### config.mk
export PLATFORM = sky130hd
export DESIGN_NAME = booth_mul_iter
export DESIGN_NICKNAME = d
export VERILOG_FILES = /design/src/rtl/booth_pkg.sv /design/src/rtl/booth_digit_step.sv /design/src/rtl/booth_mul_iter.sv
export SDC_FILE = /design/constraint.sdc
export NUM_CORES = 1
export LEC_CHECK = 0
export CAP_MARGIN = 20
export CORE_ASPECT_RATIO = 0.6
export CORE_UTILIZATION = 35
export CTS_BUF_LIST = sky130_fd_sc_hd__clkbuf_4 sky130_fd_sc_hd__clkbuf_8 sky130_fd_sc_hd__clkbuf_16
export DETAILED_ROUTE_END_ITERATION = 8
export SETUP_SLACK_MARGIN = 0.4
export SYNTH_ARGS = -nofsm -noshare
export SYNTH_HDL_FRONTEND = slang
export SYNTH_SLANG_ARGS = --single-unit
### constraint.sdc
create_clock -name i_clk -period 17.9 [get_ports i_clk]
set_clock_uncertainty 0.2 [all_clocks]
set_input_delay 3.58 -clock i_clk [delete_from_list [all_inputs] [get_ports i_clk]]
set_output_delay 3.58 -clock i_clk [all_outputs]
set_load 0.05 [all_outputs]
### src/rtl/booth_pkg.sv
// rtl/booth_pkg.sv - shared types and sizing helper for the iterative Booth multiplier
//
// Purpose: operation, Booth-digit selection and FSM state encodings, plus the
//          digit-count function used to size the multiplier datapath.
// Ports:   none (package).
// Option:  BOOTH_MUL_ZERO_SKIP_EN is consumed by booth_mul_iter, not here.

package booth_pkg;

    typedef enum logic [1:0] {
        MUL    = 2'b00,
        MULH   = 2'b01,
        MULHSU = 2'b10,
        MULHU  = 2'b11
    } mul_op_e;

    typedef enum logic [2:0] {
        ZERO = 3'd0,
        POS1 = 3'd1,
        POS2 = 3'd2,
        NEG1 = 3'd3,
        NEG2 = 3'd4
    } booth_sel_e;

    typedef enum logic [1:0] {
        IDLE = 2'd0,
        BUSY = 2'd1,
        DONE = 2'd2
    } state_e;

    // Radix-4 digits needed for a WIDTH+2 bit multiplier, padded up so every
    // BUSY cycle retires a full group of dpc digits.
    function automatic int n_dig(input int width, input int dpc);
        int n;
        n = (width + 3) / 2;
        return ((n + dpc - 1) / dpc) * dpc;
    endfunction

endpackage

### src/rtl/booth_digit_step.sv
// rtl/booth_digit_step.sv - one combinational radix-4 Booth digit: select, add, shift
//
// Purpose: decodes three multiplier bits into 0/+A/+2A/-A/-2A, adds that into
//          the upper field of the partial sum (starting at bit LSB) and
//          arithmetic-shifts the result right by two.
// Ports:
//   bits      in  3               multiplier bits {b[2k+1], b[2k], b[2k-1]}
//   mcand     in  WIDTH+2         sign/zero-extended multiplicand
//   psum      in  LSB+WIDTH+4     partial sum before this digit
//   next_sum  out LSB+WIDTH+4     partial sum after add and shift

module booth_digit_step
    import booth_pkg::*;
#(
    parameter int WIDTH = 32,
    parameter int LSB   = 34
) (
    input  logic [2:0]             bits,
    input  logic [WIDTH+1:0]       mcand,
    input  logic [LSB+WIDTH+3:0]   psum,
    output logic [LSB+WIDTH+3:0]   next_sum
);

    // Upper field is two bits wider than the multiplicand so that 2A and the
    // running sum never overflow before the shift.
    localparam int HW = WIDTH + 4;

    booth_sel_e        sel;
    logic              neg;
    logic [HW-1:0]     m1;
    logic [HW-1:0]     m2;
    logic [HW-1:0]     mag;
    logic [HW-1:0]     addend;
    logic [HW-1:0]     hi;
    logic [LSB+HW-1:0] sum;

    assign m1 = {{2{mcand[WIDTH+1]}}, mcand};
    assign m2 = {m1[HW-2:0], 1'b0};

    always_comb begin
        sel = ZERO;
        unique case (bits)
            3'b001, 3'b010: sel = POS1;
            3'b011:         sel = POS2;
            3'b100:         sel = NEG2;
            3'b101, 3'b110: sel = NEG1;
            default:        sel = ZERO;
        endcase
    end

    always_comb begin
        neg = (sel == NEG1) || (sel == NEG2);
        unique case (sel)
            POS1, NEG1: mag = m1;
            POS2, NEG2: mag = m2;
            default:    mag = '0;
        endcase
        // Negation is one's complement here plus a carry-in below.
        addend = neg ? ~mag : mag;
        hi     = psum[LSB+HW-1:LSB] + addend + {{(HW-1){1'b0}}, neg};
    end

    assign sum      = {hi, psum[LSB-1:0]};
    assign next_sum = $signed(sum) >>> 2;

endmodule

### src/rtl/booth_mul_iter.sv
// rtl/booth_mul_iter.sv - iterative radix-4 Booth multiplier for RV32M MUL/MULH/MULHSU/MULHU
//
// Purpose: accepts one operation at a time, retires DIGITS_PER_CYCLE Booth
//          digits per BUSY cycle and holds the result until it is taken.
// Ports:
//   i_clk, i_rst            clock, asynchronous active-high reset
//   i_valid / o_ready       request handshake (o_ready only in IDLE)
//   i_op                    00 MUL, 01 MULH, 10 MULHSU, 11 MULHU
//   i_data_a, i_data_b      multiplicand (rs1), multiplier (rs2)
//   o_valid / i_ready       result handshake (o_valid only in DONE)
//   o_data                  MUL: low half of product, others: high half
//   o_product               full 2*WIDTH product
// Option: BOOTH_MUL_ZERO_SKIP_EN - a zero operand finishes after a single edge.

module booth_mul_iter
    import booth_pkg::*;
#(
    parameter int WIDTH            = 32,
    parameter int DIGITS_PER_CYCLE = 1
) (
    input  logic               i_clk,
    input  logic               i_rst,
    input  logic               i_valid,
    output logic               o_ready,
    input  logic [1:0]         i_op,
    input  logic [WIDTH-1:0]   i_data_a,
    input  logic [WIDTH-1:0]   i_data_b,
    output logic               o_valid,
    input  logic               i_ready,
    output logic [WIDTH-1:0]   o_data,
    output logic [2*WIDTH-1:0] o_product
);

    localparam int N_DIG  = n_dig(WIDTH, DIGITS_PER_CYCLE);
    localparam int CYCLES = N_DIG / DIGITS_PER_CYCLE;
    localparam int LSB    = 2 * N_DIG;
    localparam int ACC_W  = LSB + WIDTH + 4;
    localparam int BW     = LSB + 1;
    localparam int SHIFT  = 2 * DIGITS_PER_CYCLE;
    localparam int CNT_W  = (CYCLES > 1) ? $clog2(CYCLES) : 1;

    state_e           state;
    mul_op_e          op_q;
    mul_op_e          op_in;
    logic [WIDTH+1:0] a_q;
    // Multiplier shift register; bit 0 carries the b[2k-1] bit of the next digit.
    logic [BW-1:0]    b_q;
    logic [ACC_W-1:0] acc;
    logic [CNT_W-1:0] cnt;

    logic             a_sgn;
    logic             b_sgn;
    logic [WIDTH+1:0] a_ext;
    logic [LSB-1:0]   b_ext;
    logic [CNT_W-1:0] cnt_init;

    assign op_in = mul_op_e'(i_op);

    always_comb begin
        a_sgn = (op_in != MULHU);
        b_sgn = (op_in == MUL) || (op_in == MULH);
        a_ext = {{2{a_sgn & i_data_a[WIDTH-1]}}, i_data_a};
        b_ext = {{(LSB-WIDTH){b_sgn & i_data_b[WIDTH-1]}}, i_data_b};
`ifdef BOOTH_MUL_ZERO_SKIP_EN
        // A zero operand makes every digit contribute nothing, so one BUSY
        // edge already yields the exact (zero) product.
        if ((i_data_a == '0) || (i_data_b == '0)) begin
            cnt_init = '0;
        end else begin
            cnt_init = CNT_W'(CYCLES - 1);
        end
`else
        cnt_init = CNT_W'(CYCLES - 1);
`endif
    end

    // Digit chain for one BUSY cycle: stage j consumes b_q[2j+2:2j].
    logic [ACC_W-1:0] chain [DIGITS_PER_CYCLE+1];

    assign chain[0] = acc;

    for (genvar j = 0; j < DIGITS_PER_CYCLE; j++) begin : g_step
        booth_digit_step #(
            .WIDTH (WIDTH),
            .LSB   (LSB)
        ) u_step (
            .bits     (b_q[2*j+2:2*j]),
            .mcand    (a_q),
            .psum     (chain[j]),
            .next_sum (chain[j+1])
        );
    end

    always_ff @(posedge i_clk or posedge i_rst) begin
        if (i_rst) begin
            state     <= IDLE;
            op_q      <= MUL;
            a_q       <= '0;
            b_q       <= '0;
            acc       <= '0;
            cnt       <= '0;
            o_ready   <= 1'b1;
            o_valid   <= 1'b0;
            o_data    <= '0;
            o_product <= '0;
        end else begin
            unique case (state)
                IDLE: begin
                    if (i_valid) begin
                        op_q    <= op_in;
                        a_q     <= a_ext;
                        b_q     <= {b_ext, 1'b0};
                        acc     <= '0;
                        cnt     <= cnt_init;
                        o_ready <= 1'b0;
                        state   <= BUSY;
                    end
                end
                BUSY: begin
                    acc <= chain[DIGITS_PER_CYCLE];
                    b_q <= $signed(b_q) >>> SHIFT;
                    cnt <= cnt - 1'b1;
                    if (cnt == '0) begin
                        state     <= DONE;
                        o_valid   <= 1'b1;
                        o_product <= chain[DIGITS_PER_CYCLE][2*WIDTH-1:0];
                        o_data    <= (op_q == MUL) ? chain[DIGITS_PER_CYCLE][WIDTH-1:0]
                                                   : chain[DIGITS_PER_CYCLE][2*WIDTH-1:WIDTH];
                    end
                end
                DONE: begin
                    if (i_ready) begin
                        state   <= IDLE;
                        o_valid <= 1'b0;
                        o_ready <= 1'b1;
                    end
                end
                default: begin
                    state   <= IDLE;
                    o_valid <= 1'b0;
                    o_ready <= 1'b1;
                end
            endcase
        end
    end

endmodule
==> results by stage, run 1 <==
Synth:
- The cell type with the highest aggregate area in the netlist is dfrtp_1.
- Synthesis produced approximately 1300 cells.
- Counting flops and latches in the post-synthesis netlist gives between 200 and 250.
- During synthesis, Yosys emitted a total of 0 warnings.
- The area fraction of the dominant cell type after synthesis is ~50%.
- The synthesized area is about 12000 µm².
- The distinct cell type count after synthesis is just under 60.
- The mean cell area of the mapped netlist is between 8 and 9 µm².
- Yosys attributes the largest share of cell area to dfrtp_1 50%, nand2_1 15%, ha_1 4.1%.
- The number of flops mapped to enable cells by yosys is 0.
- The most numerous cell in the Yosys netlist is nand2_1.
- The number of nets in the synthesized netlist is 1441.
- The proportion of synthesized flip-flops having asynchronous set or reset is 100%.
- Sequential cells were found to cover a little over 50% of the synthesized design area.
- The main flop type after synthesis is dfrtp_1.
- The commonest cells after synthesis are 469 x nand2_1, 240 x dfrtp_1, 70 x o21ai_0, 64 x clkbuf_1, 63 x a22oi_1.

STA:
- In this run the tightest slew margin relative to its limit is between 20 and 30%.
- The number of endpoints failing setup at the final stage is 0.
- The hold violation count in the final report is 0.
- Setup repair after global routing left no endpoint under its margin.
- The pin slew with the least headroom to its limit is around 1.1 ns.
- The setup total negative slack is 0 ns.
- On the final layout, the worst hold slack is ~0.28 ns.
- The final worst-path cycle share is 33.3%.
- The time the final worst path needs with I/O delays and setup is between 5 and 6 ns.
- The number of pins with negative max-slew slack in the final report is 0.
- For this run, the top clock speed supported by timing is between 150 and 200 MHz.

Global route:
- Global routing finished with a remaining overflow of 0.
- The initial antenna violation count is 0.
- For this run, the total global-route usage over all layers was measured as about a fifth.
- Entering global routing, the biggest net connects between 100 and 150 pins.
- The wire length of the first global-routing pass is about 53 mm.
- The number of global-route vias before repair is roughly 9500.

Floorplanning:
- Once the floorplan was initialized, standard cells occupied 36.1% of the core.
- The number of placement rows is 51.
- The width of the die is roughly 240 µm.
- The die covers around 35000 µm².
- The height of the die is 145 µm.
- In this run the standard cell core region covers 32900 µm².
- The number of top-level pins is ~170.

Clocking:
- In this run the number of H-tree levels came out at 1.
- The maximum number of buffers from clock root to sink is 3.
- After clock tree synthesis, the setup repair step added 0 buffers.
- The number of hold buffers added after CTS was 0.
- Clock tree synthesis inserted a total of 25 buffers.
- The number of gates resized after CTS is 0.
- TritonCTS built the clock tree.
- The clock reaches the later pin of the worst-skew pair after 0.54 ns.
- The sink count of the clock tree is about 240.
- The root cell of the clock tree is clkbuf_16.
- After clock tree synthesis, the clock-pin slew on the worst setup and hold paths is roughly 0.06 ns.

Setup path:
- For the worst flop-to-flop path, the logic depth is 17.
- The required time at the worst-slack endpoint is between 15 and 20 ns.
- The worst setup path is captured at a flop.
- Along the worst path, the maximum fanout reaches around 100.
- STA classifies the critical path startpoint as a primary input.
- For the worst setup path, the data arrival time is 6.18 ns.
- The type of the worst setup path is primary input to flop.

Placed design:
- During placement, the flow inserted port buffers numbering around 170.
- The placed cell area is between 10000 and 15000 µm².
- The routability congestion estimate from global placement is around 0.89.
- The detailed-placement wirelength estimate is 22.5 mm.

Final layout:
- The summed area of non-filler cells in the final layout is 14800 µm².
- The repair_antennas step left the layout with diodes totalling 0.
- For this run, the post-layout net count is approximately 1600.
- The area growth from synthesis to layout is 24.1%.
- The fraction of layout cells with a size suffix above 1 is 5.58%.

Drt:
- The total wirelength of the detailed-routed design is between 30 and 40 mm.
- The length of the first detailed-routing pass in iterations is 5.
- The count of vias placed by the detailed router is a little under 10000.
- The post-detailed-route wirelength per cell is 17.3 µm.
- The detail route stage leaves a number of antenna-violating nets equal to 0.
- After detailed routing, the number of remaining DRC violations is 0.
- The starting DRC count in detailed routing is between 700 and 800.
- Using the TritonRoute via totals, the vias-per-cell ratio works out to ~5.1.

Worst hold path:
- Along the worst hold path, the cell count comes to 2.
- The classification of the worst-slack hold path is flop to flop.

Run:
- The count of maximum capacitance violations is 0.

Run status:
- The flow ran to the end, and the final reports show no timing, DRC or antenna violations.
-- worst max-delay path, cell delays in order --
cell and delay [ns]:
clkdlybuf4s50_1 0.45, nand2b_1 0.11, nor2_4 0.09, buf_4 0.80, nor2_4 0.33, buf_4 0.38, a221o_1 0.40
-- cells in the final DEF (no fill, tap or decap), types with 24 or more instances in the layout --
cell	instances
dfrtp_1	240
a22o_1	24
a21oi_1	51
xor2_1	47
ha_1	39
a22oi_1	63
nor2_1	46
clkbuf_16	25
o21ai_0	70
clkdlybuf4s50_1	167
nand2_1	468
-- logic make-up after synthesis --
family	share of synthesized area, %
and+or+nand+nor	20.2
AOI/OAI and AO/OA	16.2
DFF	50.7
buffers and inverters	2.99
xor gates and xnor gates	4.93
adders and majority gates	4.27
muxes	0.715
-- sequential cells by signal (all words and copies together), names as in the netlist --
register / flops
acc: 66
o_product: 64
b_q: 35
a_q: 33
o_data: 32
cnt: 5
op_q: 2
state: 2
o_ready: 1
o_valid: 1
-- path summary, 6_finish.rpt --
check	start	endpoint	slack, ns
max in group asynchronous	i_rst	acc[46]	12.12
worst min register to register	o_product[13]	o_product[13]	0.28
worst max-delay path	i_valid	acc[66]	11.94
min in group asynchronous	i_rst	o_product[8]	3.33
worst max register to register	b_q[0]	o_product[63]	13.41
worst min-delay path	o_product[13]	o_product[13]	0.28
-- final cells by class --
cell class,count,area (µm²)
timing repair buffer,180,1810
inverter,10,45.0
clock buffer,36,733
clock inverter,5,30.0
fill,3240,18200
tap,450,563
multi-input combinational,998,5560
sequential,241,6030
-- per-stage QoR --
| stage | setup WS, ns | util [%] | instances |
|---|---|---|---|
| 2_1_floorplan | 7.51 | - | 1331 |
| 3_5_place_dp | 11.11 | 42.4 | 1877 |
| 6_report | 11.94 | 44.9 | 1920 |
| 4_1_cts | 11.68 | 44.7 | 1918 |
| 3_3_place_gp | 11.14 | 42.4 | 1877 |
| 5_1_grt | 11.76 | 44.9 | 1920 |
-- routing by layer --
layer  GRT usage, %  vias up  share of wire [%]
met5              0        -                  0
met4           5.03        0                2.2
met3           3.76       47                4.8
met2           28.7      208                 44
met1           28.8     4772                 49
li1               -     4752                  -
Power of run 1 is not shown: default switching activity piles up to over one toggle a cycle in this logic, so the estimate is an artifact.
==> run 2, diff against run 1 <==
==> constraint.sdc (replaced) <==
create_clock -name i_clk -period 5.7 [get_ports i_clk]
set_clock_uncertainty 0.2 [all_clocks]
set_input_delay 1.14 -clock i_clk [delete_from_list [all_inputs] [get_ports i_clk]]
set_output_delay 1.14 -clock i_clk [all_outputs]
set_load 0.05 [all_outputs]
==> run 2 against run 1 <==
Compared with the run above:
- global-route usage down 0.20 points
- sequential cell count unchanged
- sequential share of layout area down 0.24 points
- critical path type is now flop to flop
==> results by stage, run 2 (same netlist as run 1, synthesis figures left out) <==
Run status:
- The run finished with clean final reports.

Placed design:
- The routability congestion estimate from global placement is 0.887.
- In this run the cell area measured after placement is about 14000 µm².
- After legalization and detailed placement, the total HPWL measured 22.9 mm.
- The count of buffers from port buffering is between 150 and 200.
- The number of instances in the placed design is about 1900.

Drt:
- For this run, the detailed router's first-pass iteration total came to 5.
- The starting DRC count in detailed routing is 788.
- The DRC violations left is 0.
- The detail route stage leaves a number of antenna-violating nets equal to 0.
- In the final routed layout, each cell accounts on average for between 15 and 20 µm.
- Using the TritonRoute via totals, the vias-per-cell ratio works out to 5.08.
- The final layout contains routed wiring with a total length of 33.2 mm.
- The count of vias placed by the detailed router is between 9000 and 10000.

Floorplanning:
- The core footprint is around 33000 µm².
- The floorplan step defined a die boundary enclosing 34800 µm².
- The width of the die is roughly 240 µm.
- The number of top-level pins is between 150 and 200.
- The initial standard-cell utilization of the core is between 30% and 40%.
- The initialized floorplan defines 51 standard-cell rows.
- The floorplan step set the die height to around 140 µm.

Final layout:
- The post-route netlist has between 5 and 6% of its cells at a drive strength greater than 1.
- In the final design database the tool counted 1567 nets.
- The summed area of non-filler cells in the final layout is between 10000 and 15000 µm².
- The number of diodes added for antenna fixing is 0.
- Excluding fillers, the count of instances in the completed layout stands at 1925.
- In the final layout, the registers with the most flip-flops are acc x66, o_product x64, b_q x35.
- The layout-stage area growth over the synthesis result is 24.9%.
- At the end of the flow the core is filled with cells to approximately 45%.
- Leaving out fill and tap cells, the most frequent cell in the layout is nand2_1.
- The register with the most flip-flops is acc.
- In the layout the commonest cells are 468 x nand2_1, 240 x dfrtp_1, 167 x clkdlybuf4s50_1, 70 x o21ai_0, 63 x a22oi_1.
- The register with the most flip-flops in the layout has 66 of them.

Setup path:
- The reg-to-reg critical path startpoint is b_q[1].
- STA classifies the critical path endpoint as a flop.
- Traced cell by cell, the critical path runs through inv_1 -> ha_1 -> nor2_1 -> xnor2_1 -> a21oi_4 -> xor2_1 -> fa_1 -> a21o_1 -> nand4_1 -> and2_1 -> o21ai_2 -> a21oi_2 -> a21oi_2 -> a31oi_1 -> xor2_1 -> o21ai_0.
- In this run the worst path has a maximum fanout of 26.
- In this design, the largest share of critical-path delay is due to compound AO/OA/AOI/OAI gates.
- The type of the worst setup path is flop to flop.
- The critical path's slowest cell is a21oi_4.
- The delay of the slowest cell on the worst path is a little under 0.8 ns.
- In this run the critical register-to-register path is captured at o_product[62].
- The type of origin of the critical path is a flop.
- Counting cells, the worst reg-to-reg path comes to 16.
- The register-to-register setup slack is ~1.1 ns.
- The data arrival time of the critical path is roughly 4.8 ns.
- The required time at the worst-slack endpoint is between 5 and 6 ns.
- The buffer and inverter count on the worst path is 1.

STA:
- The time the final worst path needs with I/O delays and setup is between 4 and 5 ns.
- The hold violation count in the final report is 0.
- The number of pins with negative max-slew slack in the final report is 0.
- Setup total negative slack on the finished layout was measured at 0 ns.
- For the pin with the worst max-slew slack, the measured transition is around 1.1 ns.
- The fmax is ~220 MHz.
- Setup repair after global routing left no endpoint under its margin.
- The relative max-transition margin is around 29%.
- Setup violations remaining at the end of the flow were counted as 0.
- After layout, the worst path uses about 81% of the clock period.

Clocking:
- Buffers inserted to repair hold after CTS numbered 0.
- After clock tree synthesis, the repair step resized 0 gates.
- The tree is rooted in a clkbuf_16.
- The clock transition at the registers of the reported paths is 0.07 ns.
- Counting along the longest clock path gives a buffer depth of 3.
- The TritonCTS clock tree is built.
- The number of buffers created by CTS is 25.
- The clock insertion delay at the later pin of the skew report is roughly 0.53 ns.
- The level count of the clock H-tree is 1.
- The sink count of the clock tree is 241.
- The buffer count from post-CTS setup fixing is 0.

Global route:
- Global routing consumed, over all layers together, approximately a fifth of the routing resources.
- The first global-routing pass estimated 52.7 mm of wire.
- Entering global routing, the biggest net connects 103 pins.
- The initial antenna violation count is 0.
- The sum of overflow across all layers after global routing is 0.
- The number of global-route vias before repair is 9378.

Worst hold path:
- The worst hold path passes through 2 cells.
- The end point of the worst hold path is o_product[17].
- The classification of the worst-slack hold path is flop to flop.
- In this run the most critical hold path is launched from o_product[17].

Run:
- The count of maximum capacitance violations is 0.
run 2: how the worst max path moves through the flow:
| stage | start | endpoint | slack [ns] | depth (start not counted) |
|---|---|---|---|---|
| CTS | b_q[1] | o_product[62] | 1.10 | 16 |
| finish | b_q[1] | o_product[62] | 1.10 | 16 |
| detailed placement | b_q[1] | acc[66] | 1.12 | 16 |
| floorplan | i_rst | a_q[0] | 1.20 | 1 |
| global route | b_q[1] | o_data[22] | 0.68 | 16 |
| global placement | b_q[1] | o_data[19] | 1.23 | 16 |
run 2: area by class of cell:
| type | instances | area [µm²] |
|---|---|---|
| inverter | 10 | 41.3 |
| clock buffer | 41 | 796 |
| tap | 450 | 563 |
| clock inverter | 4 | 55.1 |
| sequential | 241 | 6030 |
| timing repair buffer | 181 | 1810 |
| multi-input combinational | 998 | 5560 |
| fill | 3251 | 18100 |
run 2: per-layer routing:
metal  share of wire (%)  track usage (%)  vias to the layer above
li1                    -                -                     4763
met4                 1.4             3.15                        0
met5                   0                0                        -
met3                 6.0             4.04                       32
met1                  49             28.7                     4734
met2                  44             28.8                      257
run 2: worst reg2reg max path: cells and delay by family, from the launching register on:
kind	cells	cell delay [ns]
xor+xnor	3	0.68
compound gates	7	1.91
fa+ha+maj	2	0.70
simple gates	3	0.51
flops	1	0.39
buf+inv	1	0.08
run 2: stage by stage:
step,hold slack (ns),setup slack (ns)
after floorplan,0.246,1.20
after global placement,0.259,1.23
after detailed placement,0.262,1.12
after CTS,0.277,1.10
after global routing,0.292,0.678
final,0.271,1.10
Power of run 2 is left out for the same reason.
==> run 3, diff against run 2 <==
==> constraint.sdc (replaced) <==
create_clock -name i_clk -period 4.5 [get_ports i_clk]
set_clock_uncertainty 0.2 [all_clocks]
set_input_delay 0.9 -clock i_clk [delete_from_list [all_inputs] [get_ports i_clk]]
set_output_delay 0.9 -clock i_clk [all_outputs]
set_load 0.05 [all_outputs]
==> run 3 against run 2 <==
Compared with the run above:
- global-route usage increased by 0.64 points
- clock-buffer cell count shrank 5
- sequential share of layout area down 1.3 points
- via count rose by 2.8%
- die area is the same
- critical path depth up 1
- worst hold slack improved by 0.0030 ns
- wire length increased by 6.8%
- fmax rose by 15%
- cell count grew 0.94%
- first-iteration DRC count increased by 3.8%
==> results by stage, run 3 (same netlist as run 1, synthesis figures left out) <==
Setup path:
- At the worst endpoint, the arrival time is approximately 4.2 ns.
- Traced cell by cell, the critical path runs through inv_1 -> ha_2 -> and2_1 -> o21a_2 -> buf_12 -> a22oi_1 -> xor2_1 -> ha_2 -> a21oi_1 -> o21ai_0 -> a21o_1 -> nor2b_2 -> a21oi_4 -> a211o_1 -> o21ai_2 -> xor2_1 -> mux2_2.
- The delay of the slowest cell on the worst path is approximately 0.40 ns.
- STA classifies the critical path startpoint as a flop.
- The critical path in this run is classified as flop to flop.
- The critical path's slowest cell is ha_2.
- The sort of element at the end of the critical path is a flop.
- Counting both buffers and inverters, the worst setup path holds a total of 2.
- Among cell families on the critical path, the largest total delay comes from compound AO/OA/AOI/OAI gates.
- Data on the critical path is required at its endpoint by about 4.7 ns.
- Of all nets on the critical path, the largest fanout is 17.
- Across all register-to-register paths, the minimum setup slack is between 0.4 and 0.5 ns.

Floorplanning:
- The number of placement rows is 51.
- The die is approximately 240 µm wide.
- The initial utilization of the core area, before any placement, comes to 36.1%.
- The core region is 32900 µm².
- The number of top-level pins is approximately 170.
- The height of the die is roughly 140 µm.
- The die covers 34800 µm².

STA:
- The number of pins with negative max-slew slack in the final report is 0.
- The hold violation count in the final report came to 0.
- The relative max-transition margin is between 30% and 40%.
- The time the final worst path needs with I/O delays and setup is around 4 ns.
- The setup total negative slack is 0 ns.
- The pin slew with the least headroom to its limit is between 0.9 and 1 ns.
- Timing would allow up to between 200 and 250 MHz.
- Setup repair after global routing could not meet its margin everywhere.
- Setup violations remaining at the end of the flow were counted as 0.
- The final worst-path cycle share is between 80% and 90%.
- The minimum setup slack in the final design is 0.493 ns.

Drt:
- The routed design has around 35 mm of wire.
- The pre-antenna-repair detailed-routing pass consisted of 6 iterations.
- The remaining number of nets flagged by the antenna check after routing is 0.
- The starting DRC count in detailed routing is 818.
- The DRC violations left is 0.
- The average via count per standard cell is about 5.2.
- The count of vias placed by the detailed router is about 10000.
- After detailed routing, the average wire length per cell comes to between 15 and 20 µm.

Run:
- Across the run, the number of max-cap violations was 0.

Final layout:
- The summed area of non-filler cells in the final layout is approximately 15000 µm².
- The register with the most flip-flops in the layout has 66 of them.
- The most frequent standard cell in the layout excluding fill and tap cells is nand2_1.
- Leaving out fill and tap cells, the most frequent cells in the layout are 467 x nand2_1, 240 x dfrtp_1, 167 x clkdlybuf4s50_1, 68 x o21ai_0, 59 x a22oi_1.
- The number of nets in the final layout is 1584.
- acc holds more flip-flops than any other register.
- The layout-stage area growth over the synthesis result is 28.9%.
- The layout has 3212 filler cells.
- In the final layout, the registers with the most flip-flops are acc x66, o_product x64, b_q x35.
- The number of diodes added for antenna fixing is 0.
- The post-route netlist has approximately a tenth of its cells at a drive strength greater than 1.

Run status:
- The flow ran to the end, and the final reports show no timing, DRC or antenna violations.

Global route:
- The number of global-route vias before repair is ~9600.
- The largest net degree at the start of global routing is 121.
- The total global-route track usage is 19.8%.
- For this run the aggregate overflow at the end of global routing stands at 0.
- The initial antenna violation count is 0.
- The wire length of the first global-routing pass is 54.2 mm.

Placed design:
- The congestion estimate from routability-driven global placement came to approximately 0.92.
- Detailed placement finished with a half-perimeter wire length of 23.8 mm.
- Prior to clock tree synthesis, the placed netlist has a worst setup slack of roughly 0.35 ns.
- The placed cell area is 14100 µm².
- During placement, the flow inserted port buffers numbering about 170.

Clocking:
- The tree is rooted in a clkbuf_16.
- For the worst-skew pair, the clock arrives at the later sink with an insertion delay of around 0.54 ns.
- The level count of the clock H-tree is 1.
- Clock tree synthesis inserted a total of 25 buffers.
- The TritonCTS clock tree is built.
- The number of buffers added to fix hold violations after cts is 0.
- The clock transition at the registers of the reported paths is approximately 0.07 ns.
- The longest clock path from root to sink contains 3 buffers.
- The clock net in this run drives a total of around 240 sinks.

Worst hold path:
- The classification of the worst-slack hold path is flop to flop.
## run 3: area by class of cell
type                            instances  area (µm²)  area share, %
Sequential cell                       241        6030           39.3
Clock buffer                           36         746           4.86
Tap cell                              450         563           3.67
Inverter                               10        41.3          0.269
Timing Repair Buffer                  198        2000           13.0
Clock inverter                         10         136          0.889
Multi-Input combinational cell        998        5830           38.0
## run 3: repair_timing
action                                  CTS  global route
pin swaps                                 2            28
buffers inserted                          1             9
resized for setup                         3            57
gates cloned                              0             2
endpoints found under the setup margin    9            58
## run 3: worst reg2reg max path, delay by kind of cell (launching register included)
| kind | cells | cell delay [ns] |
|---|---|---|
| AO/OA/AOI/OAI | 8 | 1.54 |
| adder cells (fa/ha/maj) | 2 | 0.62 |
| AND/OR/NAND/NOR | 2 | 0.39 |
| flip-flops | 1 | 0.37 |
| multiplexers | 1 | 0.27 |
| buffers and inverters | 2 | 0.26 |
| XOR/XNOR | 2 | 0.22 |
## run 3: final timing paths
kind | from | endpoint | cells past startpoint
min in group asynchronous | i_rst | o_data[0] | 3
max reg2reg | b_q[0] | o_product[58] | 17
min | o_product[3] | o_product[3] | 2
min reg2reg | o_product[3] | o_product[3] | 2
max | b_q[0] | o_product[58] | 17
max in group asynchronous | i_rst | a_q[16] | 3
## run 3: layer usage
metal | share of wire [%] | routed length, µm | track usage (%)
met1 | 48 | 17200 | 29.8
met2 | 44 | 15700 | 29.7
met3 | 5.7 | 2010 | 3.60
met4 | 1.7 | 608 | 3.99
met5 | 0 | 0 | 0
## run 3: metrics by stage
stage | util [%] | cells | hold WS, ns
after floorplan | - | 1331 | 0.246
after global placement | 42.7 | 1885 | 0.259
after detailed placement | 42.7 | 1885 | 0.263
after CTS | 45.4 | 1932 | 0.277
after global routing | 46.6 | 1943 | 0.296
final | 46.6 | 1943 | 0.274
Power of run 3 is left out for the same reason.
